[src/rtl/alu_ctrl_seq_if.sv]
// D/X-to-ALU control bus for alu_ctrl_seq: instruction in, multdiv handshake, decoded controls out.
interface alu_ctrl_seq_if #(
  parameter int unsigned IR_W = 32
);
  logic [IR_W-1:0] ir_in;
  logic            ir_valid;
  logic            md_rdy;
  logic            md_exc;
  logic [4:0]      alu_op;
  logic [4:0]      sham;
  logic            sx_mux;
  logic            is_branch;
  logic            alu_valid;
  logic            ctrl_mult;
  logic            ctrl_div;
  logic            stall;
  logic            md_done;
  logic            md_err;

  // master drives the instruction and multdiv responses; slave is the control sequencer
  modport master (
    output ir_in, ir_valid, md_rdy, md_exc,
    input  alu_op, sham, sx_mux, is_branch, alu_valid,
    input  ctrl_mult, ctrl_div, stall, md_done, md_err
  );

  modport slave (
    input  ir_in, ir_valid, md_rdy, md_exc,
    output alu_op, sham, sx_mux, is_branch, alu_valid,
    output ctrl_mult, ctrl_div, stall, md_done, md_err
  );
endinterface

[src/rtl/alu_ctrl_seq.sv]
// Registered ALU-control decode with a mult/div start/stall/complete sequencer.
// Optional macro ALU_CTRL_SEQ_TIMEOUT_EN adds a WAIT timeout that aborts with md_err.
module alu_ctrl_seq #(
  parameter int unsigned IR_W    = 32,
  parameter int unsigned TIMEOUT = 40,
  parameter int unsigned CNT_W   = 6
) (
  input logic         clock,
  input logic         reset,
  alu_ctrl_seq_if.slave bus
);

  localparam int unsigned OP_W = 5;
  localparam int unsigned FW   = 5;

  typedef enum logic [1:0] {
    IDLE  = 2'd0,
    ISSUE = 2'd1,
    WAIT  = 2'd2,
    DONE  = 2'd3
  } state_e;

  // Elaboration-time guard on the parameter set
  if (IR_W < 32 || (64'(1) << CNT_W) <= 64'(TIMEOUT) || TIMEOUT < 1) begin : g_bad_params
    $error("alu_ctrl_seq: needs IR_W >= 32, TIMEOUT >= 1 and 2**CNT_W > TIMEOUT");
  end

  state_e          state_q;
  logic [FW-1:0]   alu_op_q;
  logic [FW-1:0]   sham_q;
  logic            sx_mux_q;
  logic            is_branch_q;
  logic            alu_valid_q;
  logic            ctrl_mult_q;
  logic            ctrl_div_q;
  logic            stall_q;
  logic            md_done_q;
  logic            md_err_q;
`ifdef ALU_CTRL_SEQ_TIMEOUT_EN
  logic [CNT_W-1:0] cnt_q;
`endif

  logic [OP_W-1:0] op;
  logic [FW-1:0]   fld;
  logic [FW-1:0]   shamt;
  logic            dec_md;
  logic            dec_br;
  logic            dec_alu;
  logic [FW-1:0]   dec_alu_op;
  logic [FW-1:0]   dec_sham;
  logic            dec_sx;
  logic            capture;
  logic            unused_ir;

  assign op        = bus.ir_in[IR_W-1 -: OP_W];
  assign fld       = bus.ir_in[6:2];
  assign shamt     = bus.ir_in[11:7];
  assign unused_ir = ^{bus.ir_in[IR_W-OP_W-1:12], bus.ir_in[1:0]};

  // Instruction decode
  always_comb begin
    dec_md     = (op == 5'd0) && (fld == 5'd6 || fld == 5'd7);
    dec_br     = (op == 5'd2) || (op == 5'd6) || (op == 5'd22);
    dec_alu    = (op == 5'd0) && !dec_md;
    dec_alu_op = dec_alu ? fld : (dec_br ? 5'd1 : 5'd0);
    dec_sham   = (op == 5'd0) ? shamt : 5'd0;
    dec_sx     = (op != 5'd0) && (op != 5'd2) && (op != 5'd6);
  end

  // stall_q mirrors state in {ISSUE, WAIT}, so this also blocks capture while stalled
  assign capture = bus.ir_valid && !stall_q;

  always_ff @(posedge clock) begin
    if (reset) begin
      state_q     <= IDLE;
      alu_op_q    <= '0;
      sham_q      <= '0;
      sx_mux_q    <= 1'b0;
      is_branch_q <= 1'b0;
      alu_valid_q <= 1'b0;
      ctrl_mult_q <= 1'b0;
      ctrl_div_q  <= 1'b0;
      stall_q     <= 1'b0;
      md_done_q   <= 1'b0;
      md_err_q    <= 1'b0;
`ifdef ALU_CTRL_SEQ_TIMEOUT_EN
      cnt_q       <= '0;
`endif
    end else begin
      alu_valid_q <= capture;
      ctrl_mult_q <= 1'b0;
      ctrl_div_q  <= 1'b0;
      md_done_q   <= 1'b0;

      if (capture) begin
        alu_op_q    <= dec_alu_op;
        sham_q      <= dec_sham;
        sx_mux_q    <= dec_sx;
        is_branch_q <= dec_br;
      end

      case (state_q)
        IDLE, DONE: begin
          // Start pulse is issued straight from the capture edge, so it also records the kind
          if (capture && dec_md) begin
            state_q     <= ISSUE;
            stall_q     <= 1'b1;
            md_err_q    <= 1'b0;
            ctrl_mult_q <= ~fld[0];
            ctrl_div_q  <= fld[0];
          end else begin
            state_q <= IDLE;
            stall_q <= 1'b0;
          end
        end
        ISSUE: begin
          state_q <= WAIT;
          stall_q <= 1'b1;
`ifdef ALU_CTRL_SEQ_TIMEOUT_EN
          cnt_q   <= '0;
`endif
        end
        WAIT: begin
          if (bus.md_rdy) begin
            state_q   <= DONE;
            stall_q   <= 1'b0;
            md_done_q <= 1'b1;
            md_err_q  <= bus.md_exc;
`ifdef ALU_CTRL_SEQ_TIMEOUT_EN
          end else if (cnt_q == CNT_W'(TIMEOUT - 1)) begin
            state_q   <= DONE;
            stall_q   <= 1'b0;
            md_done_q <= 1'b1;
            md_err_q  <= 1'b1;
          end else begin
            cnt_q <= cnt_q + CNT_W'(1);
`endif
          end
        end
        default: begin
          state_q <= IDLE;
          stall_q <= 1'b0;
        end
      endcase
    end
  end

  assign bus.alu_op    = alu_op_q;
  assign bus.sham      = sham_q;
  assign bus.sx_mux    = sx_mux_q;
  assign bus.is_branch = is_branch_q;
  assign bus.alu_valid = alu_valid_q;
  assign bus.ctrl_mult = ctrl_mult_q;
  assign bus.ctrl_div  = ctrl_div_q;
  assign bus.stall     = stall_q;
  assign bus.md_done   = md_done_q;
  assign bus.md_err    = md_err_q;

endmodule
[src/flat_wrapper.sv]
// flat-port wrapper written by rule: the top's interface ports become plain ports
module alu_ctrl_seq_flat 
#(
  parameter int unsigned IR_W    = 32,
  parameter int unsigned TIMEOUT = 40,
  parameter int unsigned CNT_W   = 6
)
  (clock, reset, bus_ir_in, bus_ir_valid, bus_md_rdy, bus_md_exc, bus_alu_op, bus_sham, bus_sx_mux, bus_is_branch, bus_alu_valid, bus_ctrl_mult, bus_ctrl_div, bus_stall, bus_md_done, bus_md_err);
  alu_ctrl_seq_if #(.IR_W(IR_W)) bus_i ();
  input logic clock;
  input logic reset;
  input wire logic [$bits(bus_i.ir_in)-1:0] bus_ir_in;
  input wire logic [$bits(bus_i.ir_valid)-1:0] bus_ir_valid;
  input wire logic [$bits(bus_i.md_rdy)-1:0] bus_md_rdy;
  input wire logic [$bits(bus_i.md_exc)-1:0] bus_md_exc;
  output wire logic [$bits(bus_i.alu_op)-1:0] bus_alu_op;
  output wire logic [$bits(bus_i.sham)-1:0] bus_sham;
  output wire logic [$bits(bus_i.sx_mux)-1:0] bus_sx_mux;
  output wire logic [$bits(bus_i.is_branch)-1:0] bus_is_branch;
  output wire logic [$bits(bus_i.alu_valid)-1:0] bus_alu_valid;
  output wire logic [$bits(bus_i.ctrl_mult)-1:0] bus_ctrl_mult;
  output wire logic [$bits(bus_i.ctrl_div)-1:0] bus_ctrl_div;
  output wire logic [$bits(bus_i.stall)-1:0] bus_stall;
  output wire logic [$bits(bus_i.md_done)-1:0] bus_md_done;
  output wire logic [$bits(bus_i.md_err)-1:0] bus_md_err;
  assign bus_i.ir_in = bus_ir_in;
  assign bus_i.ir_valid = bus_ir_valid;
  assign bus_i.md_rdy = bus_md_rdy;
  assign bus_i.md_exc = bus_md_exc;
  assign bus_alu_op = bus_i.alu_op;
  assign bus_sham = bus_i.sham;
  assign bus_sx_mux = bus_i.sx_mux;
  assign bus_is_branch = bus_i.is_branch;
  assign bus_alu_valid = bus_i.alu_valid;
  assign bus_ctrl_mult = bus_i.ctrl_mult;
  assign bus_ctrl_div = bus_i.ctrl_div;
  assign bus_stall = bus_i.stall;
  assign bus_md_done = bus_i.md_done;
  assign bus_md_err = bus_i.md_err;
  alu_ctrl_seq #(.IR_W(IR_W), .TIMEOUT(TIMEOUT), .CNT_W(CNT_W)) u_core (.clock(clock), .reset(reset), .bus(bus_i));
endmodule
[config.mk]
export PLATFORM = sky130hd
export DESIGN_NAME = alu_ctrl_seq_flat
export DESIGN_NICKNAME = d
export VERILOG_FILES = /design/src/rtl/alu_ctrl_seq_if.sv /design/src/rtl/alu_ctrl_seq.sv /design/src/flat_wrapper.sv
export SDC_FILE = /design/constraint.sdc
export NUM_CORES = 1
export LEC_CHECK = 0
export ABC_CLOCK_PERIOD_IN_PS = 4400
export BUFFER_PORTS_ARGS = -buffer_cell sky130_fd_sc_hd__buf_2
export CAP_MARGIN = 20
export CORE_UTILIZATION = 44
export CTS_CLUSTER_DIAMETER = 120
export DETAILED_ROUTE_END_ITERATION = 12
export PLACE_DENSITY = 0.83
export RECOVER_POWER = 25
export SYNTH_ARGS = -nofsm -noshare
export SYNTH_HDL_FRONTEND = slang
export SYNTH_SLANG_ARGS = --single-unit
[constraint.sdc]
create_clock -name clock -period 4.4 [get_ports clock]
set_input_delay 0.88 -clock clock [delete_from_list [all_inputs] [get_ports clock]]
set_output_delay 0.88 -clock clock [all_outputs]
set_load 0.005 [all_outputs]
==> reports/summary.md <==
• status: finished, final reports clean
• sequential cell fraction of total power: 0.578
• number of max-slew violations in the final report: 0
• post-route clock skew: 0.000687 ns
• synth cell count leaders: dfxtp_1 (20), nand2_1 (12), a21oi_1 (10), nor2_1 (10), nand3_1 (9)
• Core Region: 1760 µm²
• CTS tree: done
• mapped cell area: 855 µm²
• clock buffer count from CTS: 3
• proportion of layout cells with a drive suffix above 1: 0.294
• Boundary Pins: 55
• setup repair after global routing missed its margin: no
• die width: 46.1 µm
• synth top area cells: dfxtp_1 (47%), a21oi_1 (5.9%), nand3_1 (5.3%)
• share of power burned in combinational logic: 0.091
• weighted congestion at the end of routability-driven global placement: 0.774
• Clock Latency Late Sink: 0.30 ns
• Final Net Count: 176
• number of global-route vias before repair: 725
• detailed-route wire length: 1950 µm
• cell leakage power: 0.454 nW
• count of final setup violators: 0
• number of max-capacitance violations reported: 0
• number of detailed-route iterations in the first pass: 4
• most common cell in the synthesized netlist: dfxtp_1
• library cell occupying the most area in the post-synthesis netlist: dfxtp_1
• crit-path max FO: 15
• initial antenna violation count: 0
• HPWL Detailed: 1470 µm
• wire length of the first global-routing pass: 3040 µm
• ys async rst share: 0
• placed instance area: 1060 µm²
• post-route DRC violation count: 0
• number of setup buffers added after CTS: 0
• number of violations reported at the end of detailed-routing iteration 0: 18
• Antenna diodes: 0
• Post-Synthesis Net Count: 138
• upper clock frequency limit: 460 MHz
• clock share of power: 0.331
• switching power: 0.0726 mW
• area share of the leading cell type in the synthesized netlist: 0.469
• worst min path class: flip-flop to flip-flop
• maximum number of pins on one net before global-route repair: 20
• accumulated negative setup slack: 0 ns
• CTS hold repair buffers: 0
• number of cells on the worst hold path: 2
• category of the worst setup path capture point: flip-flop
• RR Endpoint: u_core.state_q[0]
• number of vias per cell: 5.34
• area of all placed cells without fillers: 1090 µm²
• sinks on the clock net: 20
• count of unique library cells instantiated by Yosys: 29
• height of the die: 46.1 µm
• final hold viol count: 0
• hold path endpoint: u_core.bus.sham[3]
• Tcrit/Tclk final: 0.494
• startpoint type of the worst setup path: primary input
• post-CTS clock slew at the launch and capture registers of the worst setup and hold paths: 0.11 ns
• area added between synthesis and finish: 27.1%
• effective utilization at floorplan: 0.484
• power density over the cells: 294 nW/µm²
• Via Count: 859
• Register-to-Register Path Depth: 4
• root buffer cell: clkbuf_4
• Worst R2R Setup Slack: 2.55 ns
• Max rail drop VDD: 221 µV
• fin crit period: 2.17 ns
• critical register-to-register path startpoint: u_core.bus.stall
• combined global-route utilization of all metal layers: 0.204
• Antenna Violating Nets Remaining: 0
• Routed WL per cell: 12.1 µm
• Worst slew margin: 0.359
• start point of the worst min-delay path: u_core.bus.sham[3]
• Crit path required time: 4.63 ns
• total number of H-tree levels: 1
• overall die area: 2120 µm²
• clock tree buffer depth: 2
• arrival time of the worst setup path: 2.40 ns
• sequential-to-total area share from yosys stat: 0.469
• number of instances in the synthesized netlist: 99
• Internal Pwr Total: 0.247 mW
• site row count: 15
• Syn. warnings: 0
• synthesis-stage register bit count: 20
• number of I/O port buffers: 37
• Least-Margin Pin Slew: 0.960 ns
• count of flip-flops with a built-in enable after synthesis: 0
• start-to-end type of the worst setup path: primary input to flip-flop
• switching power as a share of total power: 0.228
• GRT overflow: 0
• Syn Area/Cell: 8.63 µm²
• most used flip-flop cell after synthesis: dfxtp_1
• Layout fillers: 184
• count of cells resized by post-cts repair: 0
## state kept, by name, indices dropped and copies added (netlist names)
| register | cells |
|---|---|
| u_core.bus.stall | 1 |
| u_core.bus.is_branch | 1 |
| u_core.bus.sham | 5 |
| u_core.bus.ctrl_div | 1 |
| u_core.bus.sx_mux | 1 |
| u_core.bus.md_done | 1 |
| u_core.bus.alu_op | 5 |
| u_core.bus.alu_valid | 1 |
| u_core.bus.md_err | 1 |
| u_core.bus.ctrl_mult | 1 |
| u_core.state_q | 2 |
## worst max-delay path by stage
stage / startpoint / to / slack, ns / depth (start not counted)
finish: bus_ir_valid / u_core.state_q[0] / 2.23 / 5
global route: bus_ir_valid / u_core.state_q[0] / 2.06 / 5
CTS: bus_ir_valid / u_core.state_q[0] / 2.27 / 5
detailed placement: bus_ir_valid / u_core.state_q[0] / 1.96 / 5
global placement: bus_ir_valid / u_core.state_q[0] / 1.98 / 5
floorplan: bus_ir_in[31] / u_core.bus.stall / 2.43 / 4
## cells in the final DEF, fill, tap and decap left out, drive strengths merged
cell type  instances
clkbuf             9
nor3               3
a31oi              1
mux2i              1
or2                1
nor4               1
or3                1
and2               1
a211o              1
or2b               1
nand3b             1
dfxtp             20
nand2b             5
a21oi             10
nand2             12
inv                3
and4bb             1
ha                 2
nor2b              2
nand3              9
o211ai             1
nor2              10
a311oi             2
a211oi             1
nand4              3
nand4b             1
o22ai              1
buf               32
## final cells by class
cell class,instances,area [µm²],area share
clock buffers,4,36.3,0.0334
inverters,3,11.3,0.0104
multi-input cells,72,428,0.394
flip-flops and latches,20,400,0.369
well taps,25,31.3,0.0288
repair buffers,37,179,0.165
## stage by stage
stage	util	power [mW]	instances	worst slack (ns)	hold slack, ns
2_1_floorplan	-	0.203	99	2.43	0.448
3_3_place_gp	0.599	0.217	157	1.98	0.437
6_report	0.616	0.319	161	2.23	0.457
3_5_place_dp	0.599	0.218	157	1.96	0.446
4_1_cts	0.619	0.322	161	2.27	0.462
5_1_grt	0.616	0.332	161	2.06	0.476
## power groups by stage
stage,logic (mW),clock network [mW],registers (mW)
floorplan,0.0135,0,0.189
global placement,0.0284,0,0.189
detailed placement,0.0292,0,0.189
CTS,0.0294,0.108,0.185
global route,0.0324,0.114,0.185
finish,0.0291,0.105,0.184
## logic make-up after synthesis
group / synth area share
flops: 0.469
compound gates: 0.122
mux: 0.0117
buf+inv: 0.0307
fa+ha+maj: 0.0293
simple gates: 0.338
## critical path, cell delays in order
cell and delay [ns]:
buf_2 0.09, nor2b_1 0.76, nand4b_1 0.24, or2_1 0.29
a21oi_1 0.15
## routing by layer
layer	routed length, µm	global-route usage	share of wire	up-vias
met3	92	0.0588	0.047	4
met5	0	0	0	-
met4	21	0.0706	0.011	0
met2	1040	0.377	0.53	24
met1	798	0.217	0.41	405
li1	-	-	-	426
No activity file was read; power rests on OpenSTA's default activity.
